==> src/rtl/uart_rx_param_fifo_pkg.sv <==
// Shared definitions for the parametrised UART receiver: FSM state
// encoding, status-field offsets above the data bits in a FIFO entry,
// and the parity helper used when the frame carries a parity bit.
package uart_rx_pkg;

    typedef enum logic [2:0] {
        IDLE   = 3'd0,
        START  = 3'd1,
        DATA   = 3'd2,
        PARITY = 3'd3,
        STOP1  = 3'd4,
        STOP2  = 3'd5,
        PUSH   = 3'd6
    } rx_state_e;

    // Status bit offsets, added to DATA_W to locate each flag in an entry.
    localparam int FE_O   = 0;
    localparam int PE_O   = 1;
    localparam int OE_O   = 2;
    localparam int BE_O   = 3;
    localparam int BRK_O  = 4;
    localparam int STAT_W = 5;

    // Expected parity bit for up to 9 data bits. Unused upper bits must be
    // zero, which leaves the XOR reduction unaffected.
    function automatic logic calc_parity(input logic [8:0] data, input logic odd);
        logic p;
        p = ^data;
        return odd ? ~p : p;
    endfunction

endpackage

==> src/rtl/uart_rx_param_fifo_sync_fifo.sv <==
// Generic single-clock FIFO with registered read data and registered
// occupancy flags. A pop on an empty FIFO is ignored; a push on a full
// FIFO only lands when a pop happens in the same cycle.
module uart_rx_sync_fifo #(
    parameter int WIDTH = 13,
    parameter int DEPTH = 16
) (
    input  logic                       clk,
    input  logic                       rst_n,
    input  logic                       push,
    input  logic                       pop,
    input  logic [WIDTH-1:0]           din,
    output logic [WIDTH-1:0]           dout,
    output logic [$clog2(DEPTH):0]     count,
    output logic                       full,
    output logic                       empty
);

    localparam int AW = $clog2(DEPTH);
    localparam int CW = AW + 1;
    localparam logic [AW-1:0] PTR_ONE  = AW'(1);
    localparam logic [CW-1:0] CNT_ONE  = CW'(1);
    localparam logic [CW-1:0] CNT_FULL = CW'(DEPTH);

    logic [WIDTH-1:0] mem_q [DEPTH];
    logic [AW-1:0]    wr_ptr_q;
    logic [AW-1:0]    rd_ptr_q;
    logic [CW-1:0]    count_q;
    logic [CW-1:0]    count_d;
    logic [WIDTH-1:0] dout_q;
    logic             full_q;
    logic             empty_q;
    logic             push_ok_s;
    logic             pop_ok_s;

    // Qualify requests against the current flags and form the next occupancy.
    always_comb begin
        pop_ok_s  = pop & ~empty_q;
        push_ok_s = push & (~full_q | pop_ok_s);
        count_d   = count_q;
        if (push_ok_s && !pop_ok_s) begin
            count_d = count_q + CNT_ONE;
        end else if (!push_ok_s && pop_ok_s) begin
            count_d = count_q - CNT_ONE;
        end else begin
            count_d = count_q;
        end
    end

    // Storage array; contents need no reset because pointers gate every read.
    always_ff @(posedge clk) begin
        if (push_ok_s) begin
            mem_q[wr_ptr_q] <= din;
        end
    end

    // Pointers, read register and occupancy flags.
    always_ff @(posedge clk) begin
        if (!rst_n) begin
            wr_ptr_q <= '0;
            rd_ptr_q <= '0;
            count_q  <= '0;
            dout_q   <= '0;
            full_q   <= 1'b0;
            empty_q  <= 1'b1;
        end else begin
            if (push_ok_s) begin
                wr_ptr_q <= wr_ptr_q + PTR_ONE;
            end
            if (pop_ok_s) begin
                rd_ptr_q <= rd_ptr_q + PTR_ONE;
                dout_q   <= mem_q[rd_ptr_q];
            end
            count_q <= count_d;
            full_q  <= (count_d == CNT_FULL);
            empty_q <= (count_d == '0);
        end
    end

    assign dout  = dout_q;
    assign count = count_q;
    assign full  = full_q;
    assign empty = empty_q;

endmodule

==> src/rtl/uart_rx_param_fifo.sv <==
// Parametrised UART receiver with a status-tagged receive FIFO.
// Each character is stored as {BRK, BE, OE, PE, FE, data}.
// Optional build macro UART_RX_SYNC_EN: when defined, rx passes through a
// two-flop synchroniser (reset value 1) ahead of the FSM, shifting every
// detection and sample point by two cycles. When undefined, rx must come
// from a source already synchronous to UART_clk.
module uart_rx_param_fifo
    import uart_rx_pkg::*;
#(
    parameter int DATA_W     = 8,
    parameter int OVS        = 16,
    parameter int FIFO_DEPTH = 16,
    parameter int PAR_EN     = 1
) (
    input  logic                          UART_clk,
    input  logic                          rst_n,
    input  logic                          rx,
    input  logic                          parity_odd,
    input  logic                          stop2,
    input  logic                          rd_en,
    input  logic                          ovr_clr,
    output logic [DATA_W+4:0]             rd_data,
    output logic                          empty,
    output logic                          full,
    output logic [$clog2(FIFO_DEPTH):0]   count,
    output logic                          overrun
);

    localparam int EW = DATA_W + STAT_W;
    localparam int H  = OVS / 2;
    localparam int TW = $clog2(OVS + 1);
    localparam int BW = $clog2(DATA_W + 1);
    localparam logic [TW-1:0] TICK_H     = TW'(H);
    localparam logic [TW-1:0] TICK_LAST  = TW'(OVS - 1);
    localparam logic [TW-1:0] TICK_ONE   = TW'(1);
    // The detecting IDLE cycle is tick 0, so the following cycle is tick 1
    // (or tick 0 again when each bit lasts a single cycle).
    localparam logic [TW-1:0] TICK_START = TW'((OVS > 1) ? 1 : 0);
    localparam logic [BW-1:0] BIT_LAST   = BW'(DATA_W - 1);
    localparam logic [BW-1:0] BIT_ONE    = BW'(1);

    logic              rx_s;
    rx_state_e         state_q;
    rx_state_e         state_d;
    logic [TW-1:0]     tick_q;
    logic [TW-1:0]     tick_d;
    logic [BW-1:0]     bit_q;
    logic [BW-1:0]     bit_d;
    logic [DATA_W-1:0] shift_q;
    logic [DATA_W-1:0] shift_d;
    logic              fe_q;
    logic              fe_d;
    logic              pe_q;
    logic              pe_d;
    logic              par_q;
    logic              par_d;
    logic              prev_zero_q;
    logic              prev_zero_d;
    logic              overrun_q;
    logic              overrun_d;
    logic              sample_s;
    logic              push_s;
    logic              zero_s;
    logic [EW-1:0]     entry_s;
    logic              fifo_full_s;
    logic              fifo_empty_s;
    logic              drop_s;

`ifdef UART_RX_SYNC_EN
    logic rx_meta_q;
    logic rx_sync_q;

    // Two-flop synchroniser for an asynchronous serial input.
    always_ff @(posedge UART_clk) begin
        if (!rst_n) begin
            rx_meta_q <= 1'b1;
            rx_sync_q <= 1'b1;
        end else begin
            rx_meta_q <= rx;
            rx_sync_q <= rx_meta_q;
        end
    end

    assign rx_s = rx_sync_q;
`else
    assign rx_s = rx;
`endif

    assign sample_s = (tick_q == TICK_H);

    // FSM state register.
    always_ff @(posedge UART_clk) begin
        if (!rst_n) begin
            state_q <= IDLE;
        end else begin
            state_q <= state_d;
        end
    end

    // FSM next-state logic; every bit decision is taken at the sample tick.
    always_comb begin
        state_d = state_q;
        case (state_q)
            IDLE: begin
                if (!rx_s) begin
                    if (H == 0) begin
                        state_d = DATA;
                    end else begin
                        state_d = START;
                    end
                end else begin
                    state_d = IDLE;
                end
            end
            START: begin
                if (sample_s) begin
                    state_d = rx_s ? IDLE : DATA;
                end else begin
                    state_d = START;
                end
            end
            DATA: begin
                if (sample_s && (bit_q == BIT_LAST)) begin
                    state_d = (PAR_EN != 0) ? PARITY : STOP1;
                end else begin
                    state_d = DATA;
                end
            end
            PARITY: begin
                if (sample_s) begin
                    state_d = STOP1;
                end else begin
                    state_d = PARITY;
                end
            end
            STOP1: begin
                if (sample_s) begin
                    state_d = stop2 ? STOP2 : PUSH;
                end else begin
                    state_d = STOP1;
                end
            end
            STOP2: begin
                if (sample_s) begin
                    state_d = PUSH;
                end else begin
                    state_d = STOP2;
                end
            end
            PUSH:    state_d = IDLE;
            default: state_d = IDLE;
        endcase
    end

    // FSM outputs and datapath next values: tick counting, bit capture,
    // status accumulation and the one-cycle push strobe.
    always_comb begin
        tick_d      = (tick_q == TICK_LAST) ? '0 : (tick_q + TICK_ONE);
        bit_d       = bit_q;
        shift_d     = shift_q;
        fe_d        = fe_q;
        pe_d        = pe_q;
        par_d       = par_q;
        prev_zero_d = prev_zero_q;
        push_s      = 1'b0;
        case (state_q)
            IDLE: begin
                if (!rx_s) begin
                    tick_d = TICK_START;
                    bit_d  = '0;
                    fe_d   = 1'b0;
                    pe_d   = 1'b0;
                    par_d  = 1'b0;
                end else begin
                    tick_d = '0;
                end
            end
            START: begin
                tick_d = (tick_q == TICK_LAST) ? '0 : (tick_q + TICK_ONE);
            end
            DATA: begin
                if (sample_s) begin
                    shift_d = {rx_s, shift_q[DATA_W-1:1]};
                    bit_d   = bit_q + BIT_ONE;
                end else begin
                    shift_d = shift_q;
                end
            end
            PARITY: begin
                if (sample_s) begin
                    par_d = rx_s;
                    pe_d  = (rx_s != calc_parity(9'(shift_q), parity_odd));
                end else begin
                    par_d = par_q;
                end
            end
            STOP1: begin
                if (sample_s) begin
                    fe_d = ~rx_s;
                end else begin
                    fe_d = fe_q;
                end
            end
            STOP2: begin
                if (sample_s) begin
                    fe_d = fe_q | ~rx_s;
                end else begin
                    fe_d = fe_q;
                end
            end
            PUSH: begin
                push_s      = 1'b1;
                prev_zero_d = zero_s;
            end
            default: begin
                push_s = 1'b0;
            end
        endcase
    end

    // Tagged entry assembled from the captured frame; par_q stays 0 when
    // the frame has no parity bit, so BRK then depends on data and FE only.
    always_comb begin
        zero_s  = (shift_q == '0);
        entry_s = '0;
        entry_s[DATA_W-1:0]     = shift_q;
        entry_s[DATA_W + FE_O]  = fe_q;
        entry_s[DATA_W + PE_O]  = pe_q;
        entry_s[DATA_W + OE_O]  = overrun_q;
        entry_s[DATA_W + BE_O]  = zero_s & prev_zero_q;
        entry_s[DATA_W + BRK_O] = zero_s & fe_q & ~par_q;
    end

    // A frame is lost only when the FIFO is full and no pop frees a slot.
    always_comb begin
        drop_s = push_s & fifo_full_s & ~(rd_en & ~fifo_empty_s);
        if (drop_s) begin
            overrun_d = 1'b1;
        end else if (ovr_clr) begin
            overrun_d = 1'b0;
        end else begin
            overrun_d = overrun_q;
        end
    end

    // Datapath registers.
    always_ff @(posedge UART_clk) begin
        if (!rst_n) begin
            tick_q      <= '0;
            bit_q       <= '0;
            shift_q     <= '0;
            fe_q        <= 1'b0;
            pe_q        <= 1'b0;
            par_q       <= 1'b0;
            prev_zero_q <= 1'b0;
            overrun_q   <= 1'b0;
        end else begin
            tick_q      <= tick_d;
            bit_q       <= bit_d;
            shift_q     <= shift_d;
            fe_q        <= fe_d;
            pe_q        <= pe_d;
            par_q       <= par_d;
            prev_zero_q <= prev_zero_d;
            overrun_q   <= overrun_d;
        end
    end

    uart_rx_sync_fifo #(
        .WIDTH (EW),
        .DEPTH (FIFO_DEPTH)
    ) u_fifo (
        .clk   (UART_clk),
        .rst_n (rst_n),
        .push  (push_s),
        .pop   (rd_en),
        .din   (entry_s),
        .dout  (rd_data),
        .count (count),
        .full  (fifo_full_s),
        .empty (fifo_empty_s)
    );

    assign full    = fifo_full_s;
    assign empty   = fifo_empty_s;
    assign overrun = overrun_q;

endmodule

==> config.mk <==
export PLATFORM = sky130hd
export DESIGN_NAME = uart_rx_param_fifo
export DESIGN_NICKNAME = d
export VERILOG_FILES = /design/src/rtl/uart_rx_param_fifo_pkg.sv /design/src/rtl/uart_rx_param_fifo_sync_fifo.sv /design/src/rtl/uart_rx_param_fifo.sv
export SDC_FILE = /design/constraint.sdc
export NUM_CORES = 1
export LEC_CHECK = 0
export ABC_CLOCK_PERIOD_IN_PS = 4000
export BUFFER_PORTS_ARGS = -buffer_cell sky130_fd_sc_hd__buf_2
export CORE_AREA = 3 3 134 136
export CTS_CLUSTER_DIAMETER = 100
export DETAILED_ROUTE_END_ITERATION = 8
export DIE_AREA = 0 0 137 139
export GPL_TIMING_DRIVEN = 0
export PLACE_DENSITY = 0.79
export SETUP_SLACK_MARGIN = 0.5
export SLEW_MARGIN = 30
export SYNTH_ARGS = -nofsm -noshare
export SYNTH_HDL_FRONTEND = slang
export SYNTH_HIERARCHICAL = 1
export SYNTH_SLANG_ARGS = --single-unit
==> constraint.sdc <==
create_clock -name UART_clk -period 4 [get_ports UART_clk]
set_clock_uncertainty 0.1 [all_clocks]
set_input_delay 0.6 -clock UART_clk [delete_from_list [all_inputs] [get_ports UART_clk]]
set_output_delay 0.6 -clock UART_clk [all_outputs]
set_load 0.01 [all_outputs]
# Yosys cells after proc, flatten, opt, wreduce, memory -nomap -nowiden

Memory sizes are Yosys's and may differ from the RTL's. A register that Yosys moved wholly into a read port is not among the register bits.
Index checks and enable logic that the tools add are counted.
Widths: inputs -> output; s select.

Register bits: 40
Bits in writable memories: 208
Input port bits: 7
Output and inout port bits: 21
Word-level logic and storage cells: 101
Memories: 1

Add/subtract/negate cells: 6
Equality and inequality tests: 16
Muxes and demuxes: 31
Bitwise operators: 15
Reduce and logical (&&, ||, !) cells: 18

Memories:

| memory       | depth | width | read ports | clocked after memory_dff | write ports | RTL line                           | RTL |
|---|---|---|---|---|---|---|---|
| u_fifo.mem_q | 16    | 13    | 1          | 1                        | 1           | uart_rx_param_fifo_sync_fifo.sv:25 | `logic [WIDTH-1:0] mem_q [DEPTH];` |

Operators by type and width:

| operator            | count |
|---|---|
| $mux 5              | 4 |
| $pmux 3 s6          | 1 |
| $mux 1              | 14 |
| $add 4x1->4 const B | 3 |
| $add 5x1->5 const B | 2 |
| $eq 5x4->1 const B  | 2 |
| $mux 2              | 5 |
| $ne 2x2->1 const B  | 5 |
| $eq 3x3->1 const B  | 3 |
| $reduce_xor 9->1    | 1 |
| $logic_not 8->1     | 1 |
| $mux 4              | 2 |
| $pmux 4 s2          | 1 |
| $and 1x1->1         | 7 |
| $eq 3x2->1 const B  | 2 |
| $not 1->1           | 6 |
| $reduce_and 3->1    | 2 |
| $reduce_bool 2->1   | 3 |
| $eq 5x5->1 const B  | 1 |
| $logic_not 5->1     | 1 |
| $sub 5x1->5 const B | 1 |
| $eq 4x3->1 const B  | 1 |
| $pmux 1 s2          | 2 |
| $reduce_and 4->1    | 1 |
| other kinds (10)    | 15 |

# Longest topological paths before layout

Gate-level depths: netlist (run 1).

Word-level depth: 9
Gate-level depth with buffers: 8

# By module

The synthesis (run 1) kept the hierarchy.

By module, submodules not included:

| module             | instances | cells an instance | area an instance (µm²) |
|---|---|---|---|
| uart_rx_sync_fifo  | 1         | 466               | 9170.0 |
| uart_rx_param_fifo | 1         | 142               | 1292.5 |

# Least setup slack after synthesis (run 1)

No wires, ideal clock.

Path kind: reg-to-reg
From: register state_q[1]
To: memory u_fifo.mem_q[3][0], enable pin
Arrival: 2.362 ns
Data required time: 3.500 ns
Path slack: 1.138 ns
Stages on the path, launching flop included: 7
Path buffers: 1
Clock period less this slack: 2.862 ns
Cell sequence: dfxtp_1 -> buf_2 -> nand2_1 -> nor2_1 -> a21boi_2 -> nand2_1 -> nor3_1

Cells in the longest elaborated chain, start to end: 5

Ends and longest elaborated chain:

| what                         | RTL line                           | RTL |
|---|---|---|
| start, declared              | uart_rx_param_fifo.sv:43           | `rx_state_e state_q;` |
| start signal, assigned       | uart_rx_param_fifo.sv:96           | `state_q <= state_d;` |
| $eq 3x3->1                   | uart_rx_param_fifo.sv:166          | `case (state_q)` |
| $mux 1                       | uart_rx_param_fifo.sv:166          |  |
| net push_s                   | uart_rx_param_fifo.sv:62           | `logic push_s;` |
| $and 1x1->1                  | uart_rx_param_fifo_sync_fifo.sv:39 | `push_ok_s = push & (~full_q \| pop_ok_s);` |
| $mux 1                       | uart_rx_param_fifo_sync_fifo.sv:52 | `if (push_ok_s) begin` |
| $mux 1 (implied by the code) | uart_rx_param_fifo_sync_fifo.sv:53 | `mem_q[wr_ptr_q] <= din;` |
| end, declared                | uart_rx_param_fifo_sync_fifo.sv:25 |  |

The timed path passes the listed nets, and every way through them passes these cells.

# Worst setup path in the final report (run 1)

From: register state_q[2]
To: memory u_fifo.mem_q[0][10], enable pin

Same word-level chain as after synthesis.

==> impl_summary.log, run 1 <==
[metrics] remaining global-route overflow: 0
[metrics] die outline width: 137 um
[metrics] Longest Clk Path Bufs: 3
[metrics] vias per cell: 6.30
[metrics] Crit-path slowest cell: sky130_fd_sc_hd__nor3_2
[metrics] startpoint type of the worst setup path: flip-flop
[metrics] Max-Slew Margin vs Limit: a little under two fifths
[metrics] First DRT Iteration DRCs: roughly 580
[metrics] number of buffers inserted during clock tree synthesis: 26
[metrics] final slew viol count: 0
[metrics] unrepaired setup endpoints after global routing: false
[metrics] initial antenna violation count: 0
[metrics] max-cap check violation count: 0
[metrics] pin count of the biggest net entering global routing: 20
[metrics] critical path's most frequent cell: sky130_fd_sc_hd__nand2_1
[metrics] Syn Nets: 630
[metrics] Placed Cells: between 800 and 900
[metrics] number of vias after detailed routing: about 5.8k
[metrics] count of clock tree sinks: ~260
[metrics] Antenna Violating Nets Remaining: 0
[metrics] worst vdd ir: between 0.4 and 0.5 mV
[metrics] Cell Chain, Critical Path: buf_2 -> nand2_1 -> nor2_1 -> a21boi_2 -> nand2_1 -> nor3_2 -> buf_4
[metrics] global-route wire length before repair: between 30000 and 40000 um
[metrics] CTS HTree Levels: 1
[metrics] routed wirelength normalized by instance count: 24.0 um
[metrics] Syn Inst Count: between 600 and 700
[metrics] met1 track demand over resource: between 30% and 40%
[metrics] warning count from the yosys run: 6
[metrics] number of flops mapped to enable cells by yosys: approximately 210
[metrics] Synth area leader: sky130_fd_sc_hd__edfxtp_1
[metrics] area occupied by multi-input gates: 2970 sq um
[metrics] Std-Cell Core Area: 17100 sq um
[metrics] starting density of the core: between 60% and 70%
[metrics] share of async-settable or async-resettable flops after synthesis: 0%
[metrics] CTS tree: yes
[metrics] path category of the worst min-delay check: input pin to flip-flop
[metrics] I/O pin cnt: 28
[metrics] post-detailed-placement half-perimeter wirelength: roughly 14000 um
[metrics] number of global-route vias before repair: between 5k and 6k
[metrics] Final GP Congestion: about 0.84
[metrics] Cell Rows: 48
[metrics] number of DRC violations after detailed routing: 0
[metrics] Post-CTS Hold Fix Bufs: 0
[metrics] fraction of synthesized cell area taken by the top area cell type: roughly 60%
[metrics] leakage power figure: a little under 4 nW
[metrics] fraction of the cycle the final worst path needs: approximately four fifths
[metrics] Top FF cell, synth: sky130_fd_sc_hd__edfxtp_1
[metrics] met2 GRT Util: between 30% and 40%
[metrics] time the final worst path needs with I/O delays and setup: about 3200 ps
[metrics] number of nets in the layout: 690
[metrics] final design instance area without fill: between 10000 and 15000 sq um
[metrics] number of I/O port buffers: 26
[metrics] total detailed-routing wirelength: 21900 um
[metrics] Setup TNS: 0 ps
[metrics] class of the most critical setup path: flip-flop to flip-flop
[metrics] top cells by area in the synthesized netlist: sky130_fd_sc_hd__edfxtp_1 (60%), sky130_fd_sc_hd__mux4_2 (11%), sky130_fd_sc_hd__dfxtp_1 (10%)
[metrics] required time at the worst-slack endpoint: approximately 4000 ps
[metrics] maximum operating frequency: roughly 310 MHz
[metrics] total track usage: between 20% and 30%
[metrics] crit path max fanout: 10
[metrics] run status: finished clean
[metrics] critical path endpoint category: flip-flop
[metrics] Setup Buffers After CTS: 0
[metrics] number of flip-flops and latches in the synthesized netlist: 261
[metrics] post-CTS clock slew at the launch and capture registers of the worst setup and hold paths: 60 ps
[metrics] fin cells: between 900 and 1k
[metrics] fraction of layout cells with a size suffix above 1: about a quarter
[metrics] area taken by flip-flops and latches: 7310 sq um
[metrics] die height: about 140 um
[metrics] cell area after synthesis: roughly 10000 sq um
[metrics] synthesis-to-layout area growth: 13.1%
[metrics] cell area after placement: around 11000 sq um
[metrics] number of different library cells in the post-synthesis netlist: 54
[metrics] fill cell total of the finished layout: around 1.1k
[metrics] power density over the cells: ~500 nW/um^2
[metrics] average cell area after synthesis: approximately 17 sq um
[metrics] worst-skew pair later-pin latency: about 520 ps
[metrics] part of the Yosys area used for sequential elements: approximately 70%
[metrics] Most Used Layer, Global Route: met2
[metrics] total power consumption of the routed design: a little under 0.006 W
[metrics] actual slew at the worst max-slew pin: between 900 and 1000 ps
[metrics] Final setup viols: 0
[metrics] global-route met3 utilization: under 10%
[metrics] root cell of the clock tree: sky130_fd_sc_hd__clkbuf_16
[metrics] delay of the slowest critical-path stage: about 680 ps
[metrics] number of gates resized after cts: 0
[metrics] first-pass detailed-route iteration total: 8
[metrics] overall die area: roughly 19000 sq um
[metrics] Hold Vio Cnt, Final: 0
[metrics] number of diodes: 0
[metrics] arrival time worst endpoint: 3310 ps
-- synth_stat cells, types with 4 or more instances --
library cell and number:
sky130_fd_sc_hd__buf_6 4, sky130_fd_sc_hd__nand2b_1 6, sky130_fd_sc_hd__a22oi_1 15, sky130_fd_sc_hd__o21ai_0 17
sky130_fd_sc_hd__buf_2 16, sky130_fd_sc_hd__xor2_1 10, sky130_fd_sc_hd__nand3_1 9, sky130_fd_sc_hd__edfxtp_1 208
sky130_fd_sc_hd__nor3_1 11, sky130_fd_sc_hd__nor2b_1 15, sky130_fd_sc_hd__ha_1 15, sky130_fd_sc_hd__and3_1 5
sky130_fd_sc_hd__a21oi_1 6, sky130_fd_sc_hd__inv_1 17, sky130_fd_sc_hd__mux2_2 12, sky130_fd_sc_hd__clkbuf_1 9
sky130_fd_sc_hd__dfxtp_1 53, sky130_fd_sc_hd__mux2i_1 23, sky130_fd_sc_hd__mux4_2 50, sky130_fd_sc_hd__and2_1 6
sky130_fd_sc_hd__xnor2_1 9, sky130_fd_sc_hd__nand2_1 18, sky130_fd_sc_hd__nor2_1 35
-- flip-flops by register name (all words and copies together), names as in the netlist --
register / flops
u_fifo/full: 1
shift_q: 8
u_fifo/empty: 1
state_q: 3
u_fifo/mem_q: 208
u_fifo/wr_ptr_q: 4
bit_q: 4
pe_q: 1
tick_q: 5
u_fifo/count: 5
u_fifo/rd_ptr_q: 4
fe_q: 1
par_q: 1
prev_zero_q: 1
overrun: 1
u_fifo/dout: 13
-- logic make-up (layout without fill, tap and decap cells) --
group | after synthesis | in the layout | synth area share (%)
buffers and inverters | 48 | 128 | 2.27
adder cells (fa/ha/maj) | 15 | 15 | 1.79
AND/OR/NAND/NOR | 121 | 121 | 6.41
XOR/XNOR | 19 | 19 | 1.59
multiplexers | 85 | 85 | 14.3
AO/OA/AOI/OAI | 59 | 59 | 3.84
flip-flops | 261 | 261 | 69.8
-- area by class of cell --
type,instances,area share [%]
well taps,225,2.38
multi-input cells,299,25.1
clock inverters,5,0.412
repair buffers,32,1.48
flip-flops and latches,261,61.7
plain buffers,31,1.47
inverters,17,0.539
clock buffers,43,6.89
-- layout by cell type, fill, tap and decap left out, drive strengths merged, types with 2 or more instances in the layout --
cell type,n
a21boi,3
mux2,12
xor2,10
clkinv,4
mux4,50
a22oi,15
clkbuf,52
a211oi,2
and3,5
xnor2,9
nor3,11
ha,15
nor2b,16
and2,6
nand2,19
a21oi,6
buf,54
a32oi,2
nor3b,2
nand3,9
dfxtp,53
o21a,3
inv,17
a31o,2
edfxtp,208
mux2i,23
nor2,35
o31ai,3
o21ai,17
nand2b,6
-- report_power, final --
| part | total (W) | switching (W) | internal [W] | leakage, nW |
|---|---|---|---|---|
| sequential | 0.00299 | 0.0000553 | 0.00294 | 2.26 |
| combinational | 0.000509 | 0.000275 | 0.000235 | 1.21 |
| clock | 0.00239 | 0.000945 | 0.00145 | 0.427 |
-- path summary, 6_finish.rpt --
path               startpoint             endpoint  slack [ps]  depth (start not counted)
setup / recovery   state_q[2]  u_fifo/mem_q[0][10]         800                          7
hold / removal          rst_n         u_fifo/empty         320                          2
setup reg to reg   state_q[2]  u_fifo/mem_q[0][10]         800                          7
hold reg to reg   prev_zero_q          prev_zero_q         380                          2
-- critical path, delay by kind of cell, from the launching register on --
family                 cells  cell delay (ps)
AND/OR/NAND/NOR            4             1520
buffers and inverters      2              500
AO/OA/AOI/OAI              1              440
flip-flops                 1              320
-- routing by layer --
layer / part of all wire (%) / vias up
li1: - / 2482
met1: 39 / 2929
met2: 51 / 304
met3: 7.6 / 41
met4: 1.8 / 0
met5: 0 / -
-- per-stage QoR --
| step | hold slack, ps | worst slack, ps | utilization (%) |
|---|---|---|---|
| 3_3_place_gp | 368 | 126 | 63.8 |
| 5_1_grt | 338 | 705 | 69.4 |
| 3_5_place_dp | 371 | 868 | 64.3 |
| 6_report | 325 | 798 | 69.4 |
| 4_1_cts | 323 | 857 | 69.4 |
| 2_1_floorplan | 352 | 1140 | - |
(Power assumes the default switching activity.)
==> inputs of run 2 (changes only) <==
--- a/config.mk
+++ b/config.mk
@@ -5,12 +5,13 @@
 export SDC_FILE = /design/constraint.sdc
 export NUM_CORES = 1
 export LEC_CHECK = 0
-export ABC_CLOCK_PERIOD_IN_PS = 4000
+export ABC_AREA = 1
+export ABC_CLOCK_PERIOD_IN_PS = 3100
 export BUFFER_PORTS_ARGS = -buffer_cell sky130_fd_sc_hd__buf_2
-export CORE_AREA = 3 3 134 136
+export CORE_AREA = 3 3 138 140
 export CTS_CLUSTER_DIAMETER = 100
 export DETAILED_ROUTE_END_ITERATION = 8
-export DIE_AREA = 0 0 137 139
+export DIE_AREA = 0 0 141 143
 export GPL_TIMING_DRIVEN = 0
 export PLACE_DENSITY = 0.79
 export SETUP_SLACK_MARGIN = 0.5
==> constraint.sdc (replaced) <==
create_clock -name UART_clk -period 3.1 [get_ports UART_clk]
set_clock_uncertainty 0.1 [all_clocks]
set_input_delay 0.465 -clock UART_clk [delete_from_list [all_inputs] [get_ports UART_clk]]
set_output_delay 0.465 -clock UART_clk [all_outputs]
set_load 0.01 [all_outputs]
==> run 2 against run 1 <==
Compared with the run above:
- sequential cell count unchanged
- combinational power up 130%
- global-route usage up 3.3 points
- design area up 5.6%
- cell count up 52%
- maximum frequency up 31%
- first-iteration DRC count up 54%
- die area up 5.9%
- critical path type unchanged
==> impl_summary.log, run 2 <==
[metrics] leakage power figure: 5.05 nW (+30%)
[metrics] Final GP Congestion: 0.896 (+6.2%)
[metrics] total track usage: 27.1% (+3.3 points)
[metrics] arrival time worst endpoint: 2490 ps (-820 ps)
[metrics] Synth area leader: sky130_fd_sc_hd__edfxtp_1
[metrics] launching instance or port of the critical path: state_q[1]
[metrics] warning count from the yosys run: 6 (unchanged)
[metrics] Setup TNS: 0 ps (unchanged)
[metrics] number of I/O port buffers: 26 (unchanged)
[metrics] top post-synthesis cells by count: sky130_fd_sc_hd__nand2_1 (324), sky130_fd_sc_hd__edfxtp_1 (208), sky130_fd_sc_hd__nand3_1 (188)
[metrics] startpoint of the lowest-slack register-to-register path: state_q[1]
[metrics] Setup Buffers After CTS: 0 (unchanged)
[metrics] number of different library cells in the post-synthesis netlist: 35 (-35%)
[metrics] fill cell total of the finished layout: 1275 (+15%)
[metrics] CTS tree: yes
[metrics] number of diodes: 0 (unchanged)
[metrics] crit path max fanout: 13 (+3)
[metrics] Post-CTS Hold Fix Bufs: 0 (unchanged)
[metrics] delay of the slowest critical-path stage: 700 ps (+20 ps)
[metrics] fraction of the cycle the final worst path needs: 78.7% (-1.3 points)
[metrics] Cell Chain, Critical Path: nand3_1 -> inv_1 -> o21ai_1 -> inv_2 -> nand2_1 -> nor2_2
[metrics] Hold Vio Cnt, Final: 0 (unchanged)
[metrics] number of flops mapped to enable cells by yosys: 208 (unchanged)
[metrics] die outline width: 141 um (+2.9%)
[metrics] Top FF cell, synth: sky130_fd_sc_hd__edfxtp_1
[metrics] maximum operating frequency: 410 MHz (+31%)
[metrics] top cells by area in the synthesized netlist: sky130_fd_sc_hd__edfxtp_1 (56%), sky130_fd_sc_hd__nand2_1 (11%), sky130_fd_sc_hd__dfxtp_1 (9.5%)
[metrics] initial antenna violation count: 0 (unchanged)
[metrics] global-route wire length before repair: 41800 um (+23%)
[metrics] number of buffers inserted during clock tree synthesis: 27 (+3.8%)
[metrics] actual slew at the worst max-slew pin: 937 ps (-9.17 ps)
[metrics] time the final worst path needs with I/O delays and setup: 2440 ps (-761 ps)
[metrics] power density over the cells: 665 nW/um^2 (+33%)
[metrics] share of total power in sequential cells: 46.5% (-4.3 points)
[metrics] leading cell type in the layout, fill and taps excluded: sky130_fd_sc_hd__nand2_1
[metrics] number of vias after detailed routing: 8244 (+43%)
[metrics] switching portion of total power: 25.4% (+3.8 points)
[metrics] number of DRC violations after detailed routing: 0 (unchanged)
[metrics] post-detailed-placement half-perimeter wirelength: 17400 um (+26%)
[metrics] Antenna Violating Nets Remaining: 0 (unchanged)
[metrics] final design instance area without fill: 12500 sq um (+5.6%)
[metrics] final slew viol count: 0 (unchanged)
[metrics] unrepaired setup endpoints after global routing: false
[metrics] combinational group share of total power: 14.2% (+5.6 points)
[metrics] class of the most critical setup path: flip-flop to flip-flop
[metrics] path category of the worst min-delay check: input pin to flip-flop
[metrics] Final setup viols: 0 (unchanged)
[metrics] area occupied by multi-input gates: 3260 sq um (+9.9%)
[metrics] first-pass detailed-route iteration total: 8 (unchanged)
[metrics] total detailed-routing wirelength: 27200 um (+24%)
[metrics] number of flip-flops under the largest register name: 208 (unchanged)
[metrics] run status: finished clean
[metrics] number of gates resized after cts: 0 (unchanged)
[metrics] worst vdd ir: 0.536 mV (+30%)
[metrics] cell area after placement: 11600 sq um (+5.7%)
[metrics] fin util: 69.6% (+0.21 points)
[metrics] root cell of the clock tree: sky130_fd_sc_hd__clkbuf_16
[metrics] vias per cell: 5.94 (-5.9%)
[metrics] number of global-route vias before repair: 7786 (+33%)
[metrics] cell area after synthesis: 11100 sq um (+6.3%)
[metrics] Std-Cell Core Area: 18000 sq um (+5.3%)
[metrics] critical path endpoint category: flip-flop
[metrics] worst hold start: ovr_clr
[metrics] First DRT Iteration DRCs: 893 (+54%)
[metrics] startpoint type of the worst setup path: flip-flop
[metrics] pin count of the biggest net entering global routing: 19 (-5.0%)
[metrics] count of buffer and inverter cells on the critical path: 2 (unchanged)
[metrics] average cell area after synthesis: 10.3 sq um (-40%)
[metrics] register bank with the most flops: u_fifo/mem_q
[metrics] required time at the worst-slack endpoint: 3150 ps (-960 ps)
[metrics] most numerous cell in the Yosys netlist: sky130_fd_sc_hd__nand2_1
[metrics] Crit-path slowest cell: sky130_fd_sc_hd__nor2_2
[metrics] count of clock tree sinks: 261 (unchanged)
[metrics] Syn Nets: 1106 (+76%)
[metrics] fraction of layout cells with a size suffix above 1: 12.8% (-14 points)
[metrics] remaining global-route overflow: 0 (unchanged)
[metrics] switching power: 0.00211 W (+66%)
[metrics] fraction of synthesized cell area taken by the top area cell type: 56.2% (-3.5 points)
[metrics] part of the Yosys area used for sequential elements: 65.7% (-4.1 points)
[metrics] overall die area: 20200 sq um (+5.9%)
[metrics] total power consumption of the routed design: 0.00831 W (+41%)
[metrics] area taken by flip-flops and latches: 7310 sq um (unchanged)
[metrics] share of async-settable or async-resettable flops after synthesis: 0% (unchanged)
[metrics] number of nets in the layout: 1162 (+68%)
[metrics] Cell Rows: 49 (+2.1%)
[metrics] Max-Slew Margin vs Limit: 37.4% (+0.61 points)
[metrics] synthesis-to-layout area growth: 12.4%
[metrics] die height: 143 um (+2.9%)
[metrics] worst-skew pair later-pin latency: 530 ps (about the same)
[metrics] I/O pin cnt: 28 (unchanged)
[metrics] routed wirelength normalized by instance count: 19.6 um (-18%)
[metrics] Syn Inst Count: 1084 (+78%)
[metrics] kind of cell adding the most delay to the critical path: simple AND/OR/NAND/NOR gates
[metrics] number of flip-flops and latches in the synthesized netlist: 261 (unchanged)
[metrics] internal power summed over all cells: 0.00620 W (+34%)
[metrics] portion of total power attributed to the clock network: 39.3% (-1.3 points)
[metrics] CTS HTree Levels: 1 (unchanged)
[metrics] max-cap check violation count: 0 (unchanged)
[metrics] Longest Clk Path Bufs: 3 (unchanged)
[metrics] post-CTS clock slew at the launch and capture registers of the worst setup and hold paths: 60 ps (about the same)
[metrics] worst hold slack across all endpoints: 167 ps (-158 ps)
[metrics] commonest cells after routing, fill and taps aside: sky130_fd_sc_hd__nand2_1 (324), sky130_fd_sc_hd__edfxtp_1 (208), sky130_fd_sc_hd__nand3_1 (188), sky130_fd_sc_hd__inv_1 (64), sky130_fd_sc_hd__nor2_1 (54)
[metrics] starting density of the core: 61.9% (+0.58 points)
-- run 2: changes by cell type after synthesis, sizes merged, moves of 21 or more --
cell / delta
a21oi: +35
mux4: -50
mux2i: -23
nand2: +309
buf: +21
nand3: +182
inv: +53
nor2: +42
-- run 2: final timing paths --
check                                          end  slack [ps]  cells after the start
worst max-delay path            u_fifo/mem_q[4][6]         660                      6
worst max register to register  u_fifo/mem_q[4][6]         660                      6
worst min-delay path                       overrun         170                      4
worst min register to register               par_q         380                      2
-- run 2: area by class of cell --
cell class | count | area share [%]
buffer | 51 | 2.63
clock buffer | 44 | 6.40
clock inverter | 5 | 0.821
inverter | 72 | 2.18
multi-input combinational | 700 | 26.1
sequential | 261 | 58.5
tap | 229 | 2.29
timing repair buffer | 27 | 1.13
-- run 2: metrics by stage --
step / std cells / worst slack [ps]
finish: 1389 / 660
global placement: 1339 / -23.4
CTS: 1389 / 684
floorplan: 1084 / 1060
global route: 1389 / 536
detailed placement: 1340 / 614
-- run 2: cell families (layout without fill, tap and decap cells) --
kind of cell / after synthesis / in the layout / synth area share [%]
simple gates: 607 / 607 / 23.3
buf+inv: 123 / 199 / 5.41
compound gates: 74 / 74 / 3.55
fa+ha+maj: 15 / 15 / 1.69
flops: 261 / 261 / 65.7
xor+xnor: 4 / 4 / 0.315
-- run 2: layer usage --
| metal | wire length, um | track usage (%) | vias up |
|---|---|---|---|
| met2 | 13000 | 45.0 | 470 |
| li1 | - | - | 3790 |
| met1 | 10400 | 35.9 | 3904 |
| met3 | 2780 | 4.72 | 80 |
| met5 | 0 | 0 | - |
| met4 | 1040 | 10.9 | 0 |
-- run 2: power groups by stage --
stage                     registers, W  clock network [W]  logic (W)
final                          0.00387            0.00326    0.00118
after global routing           0.00387            0.00345    0.00129
after CTS                      0.00387            0.00331    0.00116
after detailed placement       0.00394                  0    0.00114
after global placement         0.00394                  0    0.00112
after floorplan                0.00395                  0   0.000762
-- run 2: worst min-delay path, stage by stage --
cell and delay (ps):
sky130_fd_sc_hd__buf_2 100, sky130_fd_sc_hd__inv_1 50, sky130_fd_sc_hd__a21oi_1 50, sky130_fd_sc_hd__nor2_1 70
==> inputs of run 3 (changes only) <==
--- a/config.mk
+++ b/config.mk
@@ -6,14 +6,14 @@
 export NUM_CORES = 1
 export LEC_CHECK = 0
 export ABC_AREA = 1
-export ABC_CLOCK_PERIOD_IN_PS = 3100
+export ABC_CLOCK_PERIOD_IN_PS = 2000
 export BUFFER_PORTS_ARGS = -buffer_cell sky130_fd_sc_hd__buf_2
-export CORE_AREA = 3 3 138 140
+export CORE_AREA = 3 3 145 147
 export CTS_CLUSTER_DIAMETER = 100
 export DETAILED_ROUTE_END_ITERATION = 8
-export DIE_AREA = 0 0 141 143
+export DIE_AREA = 0 0 148 150
 export GPL_TIMING_DRIVEN = 0
-export PLACE_DENSITY = 0.79
+export PLACE_DENSITY = 0.75
 export SETUP_SLACK_MARGIN = 0.5
 export SLEW_MARGIN = 30
 export SYNTH_ARGS = -nofsm -noshare
==> constraint.sdc (replaced) <==
create_clock -name UART_clk -period 2 [get_ports UART_clk]
set_clock_uncertainty 0.1 [all_clocks]
set_input_delay 0.3 -clock UART_clk [delete_from_list [all_inputs] [get_ports UART_clk]]
set_output_delay 0.3 -clock UART_clk [all_outputs]
set_load 0.01 [all_outputs]
==> run 3 against run 2 <==
Compared with the run above:
- global-route usage fell by 1.0 points
- maximum frequency rose by 39%
- via count rose by 8.2%
- sequential cell count did not move
- worst hold slack got worse by 130 ps
- critical path depth rose by 1
- wire length rose by 21%
- combinational power rose by 120%
- sequential share of layout area fell by 7.7 points
==> impl_summary.log, run 3 (synthesis gave the netlist of run 2 again) <==
[metrics] path category of the worst min-delay check: input pin to flip-flop
[metrics] power density over the cells: 931 nW/um^2 (+40%)
[metrics] Placed Cells: 1380 (+3.0%)
[metrics] global-route wire length before repair: 44500 um (+6.5%)
[metrics] commonest cells after routing, fill and taps aside: sky130_fd_sc_hd__nand2_1 (297), sky130_fd_sc_hd__edfxtp_1 (208), sky130_fd_sc_hd__nand3_1 (143), sky130_fd_sc_hd__nor2_1 (48), sky130_fd_sc_hd__inv_1 (45)
[metrics] final slew viol count: 0 (unchanged)
[metrics] starting density of the core: 55.5% (-6.4 points)
[metrics] portion of total power attributed to the clock network: 36.3% (-3.0 points)
[metrics] time the final worst path needs with I/O delays and setup: 1760 ps (-685 ps)
[metrics] number of I/O port buffers: 26 (unchanged)
[metrics] actual slew at the worst max-slew pin: 784 ps (-154 ps)
[metrics] leading cell type in the layout, fill and taps excluded: sky130_fd_sc_hd__nand2_1
[metrics] number of global-route vias before repair: 8062 (+3.5%)
[metrics] post-CTS clock slew at the launch and capture registers of the worst setup and hold paths: 70 ps (about the same)
[metrics] leakage power figure: 5.74 nW (+14%)
[metrics] fin cells: 1504 (+8.3%)
[metrics] fraction of the cycle the final worst path needs: 87.8% (+9.1 points)
[metrics] unrepaired setup endpoints after global routing: true
[metrics] number of flip-flops under the largest register name: 208 (unchanged)
[metrics] remaining global-route overflow: 0 (unchanged)
[metrics] pin count of the biggest net entering global routing: 19 (unchanged)
[metrics] Hold Vio Cnt, Final: 0 (unchanged)
[metrics] combinational group share of total power: 19.3% (+5.1 points)
[metrics] critical path's most frequent cell: sky130_fd_sc_hd__nor2_4
[metrics] class of the most critical setup path: flip-flop to flip-flop
[metrics] number of DRC violations after detailed routing: 0 (unchanged)
[metrics] share of total power in sequential cells: 44.5% (-2.0 points)
[metrics] worst vdd ir: 0.754 mV (+40%)
[metrics] worst hold start: rx
[metrics] switching power: 0.00379 W (+79%)
[metrics] internal power summed over all cells: 0.00973 W (+57%)
[metrics] overall die area: 22200 sq um (+10%)
[metrics] total detailed-routing wirelength: 33000 um (+21%)
[metrics] arrival time worst endpoint: 1910 ps (-580 ps)
[metrics] vias per cell: 5.93 (about the same)
[metrics] Final GP Congestion: 0.899 (+0.39%)
[metrics] switching portion of total power: 28.0% (+2.6 points)
[metrics] Setup TNS: 0 ps (unchanged)
[metrics] First DRT Iteration DRCs: 1091 (+22%)
[metrics] required time at the worst-slack endpoint: 2150 ps (-1000 ps)
[metrics] delay of the slowest critical-path stage: 360 ps (-340 ps)
[metrics] crit path max fanout: 6 (-7)
[metrics] run status: finished clean
[metrics] max-cap check violation count: 0 (unchanged)
[metrics] post-detailed-placement half-perimeter wirelength: 17300 um (-0.46%)
[metrics] routed wirelength normalized by instance count: 22.0 um (+12%)
[metrics] die height: 150 um (+4.9%)
[metrics] maximum operating frequency: 570 MHz (+39%)
[metrics] worst-skew pair later-pin latency: 550 ps (+20 ps)
[metrics] Crit-path slowest cell: sky130_fd_sc_hd__dfxtp_4
[metrics] total track usage: 26.1% (-1.0 points)
[metrics] startpoint of the lowest-slack register-to-register path: u_fifo/empty
[metrics] I/O pin cnt: 28 (unchanged)
[metrics] number of diodes: 0 (unchanged)
[metrics] initial antenna violation count: 0 (unchanged)
[metrics] CTS HTree Levels: 1 (unchanged)
[metrics] launching instance or port of the critical path: u_fifo/empty
[metrics] Longest Clk Path Bufs: 3 (unchanged)
[metrics] fin util: 72.5% (+2.9 points)
[metrics] count of buffer and inverter cells on the critical path: 3 (+1)
[metrics] startpoint type of the worst setup path: flip-flop
[metrics] number of nets in the layout: 1236 (+6.4%)
[metrics] critical path endpoint category: flip-flop
[metrics] number of vias after detailed routing: 8920 (+8.2%)
[metrics] Cell Rows: 52 (+6.1%)
[metrics] root cell of the clock tree: sky130_fd_sc_hd__clkbuf_16
[metrics] Std-Cell Core Area: 20000 sq um (+12%)
[metrics] die outline width: 148 um (+5.0%)
[metrics] first-pass detailed-route iteration total: 6 (-2)
[metrics] Final setup viols: 0 (unchanged)
[metrics] count of clock tree sinks: 261 (unchanged)
[metrics] Cell Chain, Critical Path: nor2_4 -> o21ai_4 -> clkinv_4 -> buf_12 -> nand2_8 -> nor2_4 -> clkbuf_16
[metrics] kind of cell adding the most delay to the critical path: simple AND/OR/NAND/NOR gates
[metrics] fraction of layout cells with a size suffix above 1: 30.8% (+18 points)
[metrics] register bank with the most flops: u_fifo/mem_q
[metrics] Max-Slew Margin vs Limit: 47.7% (+10 points)
[metrics] CTS tree: yes
[metrics] number of buffers inserted during clock tree synthesis: 26 (-3.7%)
[metrics] synthesis-to-layout area growth: 30.6%
[metrics] Antenna Violating Nets Remaining: 0 (unchanged)
## run 3: cell types whose count changed in the layout (fill, tap and decap cells not counted), sizes merged
cell,change
buf,+66
clkinv,+10
inv,-3
clkbuf,-2
clkinvlp,+2
dlygate4sd3,+2
bufinv,-1
## run 3: power groups by stage
stage          combinational, W  clock (W)  sequential (W)
6_report                0.00260    0.00490         0.00601
3_5_place_dp            0.00181          0         0.00611
4_1_cts                 0.00196    0.00486         0.00598
5_1_grt                 0.00275    0.00511         0.00602
3_3_place_gp            0.00178          0         0.00610
2_1_floorplan           0.00120          0         0.00612
## run 3: worst min-delay path, cell delays in order
cell,delay (ps)
sky130_fd_sc_hd__buf_2,170
sky130_fd_sc_hd__nand2_1,90
sky130_fd_sc_hd__a21oi_1,70
## run 3: metrics by stage
stage / hold slack [ps] / setup slack, ps / cell area [sq um] / total power, W
2_1_floorplan: 331 / 380 / 11300 / 0.00732
3_3_place_gp: 363 / -262 / 11800 / 0.00788
3_5_place_dp: 375 / -423 / 11800 / 0.00792
4_1_cts: 7.48 / 349 / 13400 / 0.0128
5_1_grt: 37.8 / 185 / 14500 / 0.0139
6_report: 40.8 / 244 / 14500 / 0.0135
## run 3: final cells by class
class / count / area [sq um]
Timing Repair Buffer: 102 / 1140
Clock inverter: 13 / 133
Multi-Input combinational cell: 700 / 3990
Clock buffer: 35 / 724
Inverter: 72 / 325
Tap cell: 270 / 338
Fill cell: 1230 / 5520
Sequential cell: 261 / 7370
Buffer: 51 / 500
## run 3: repair_timing
item	4_1_cts	5_1_grt
gates resized for setup	73	200
hold endpoints to repair	2	0
hold buffers	2	0
cloned	1	7
pin swaps	24	50
endpoints found under the setup margin	268	266
buffers inserted	39	27
## run 3: worst paths after layout
kind                            slack [ps]                   to  depth (start not counted)
worst max-delay path                   240  u_fifo/mem_q[14][8]                          7
worst min-delay path                    40                par_q                          3
worst max register to register         240  u_fifo/mem_q[14][8]                          7
worst min register to register         390           shift_q[5]                          2
## run 3: metal layers
layer  wire length, um  track usage [%]
met5                 0                0
met1             12000             33.9
met3              3350             4.82
met4              1650             11.2
met2             16100             43.3
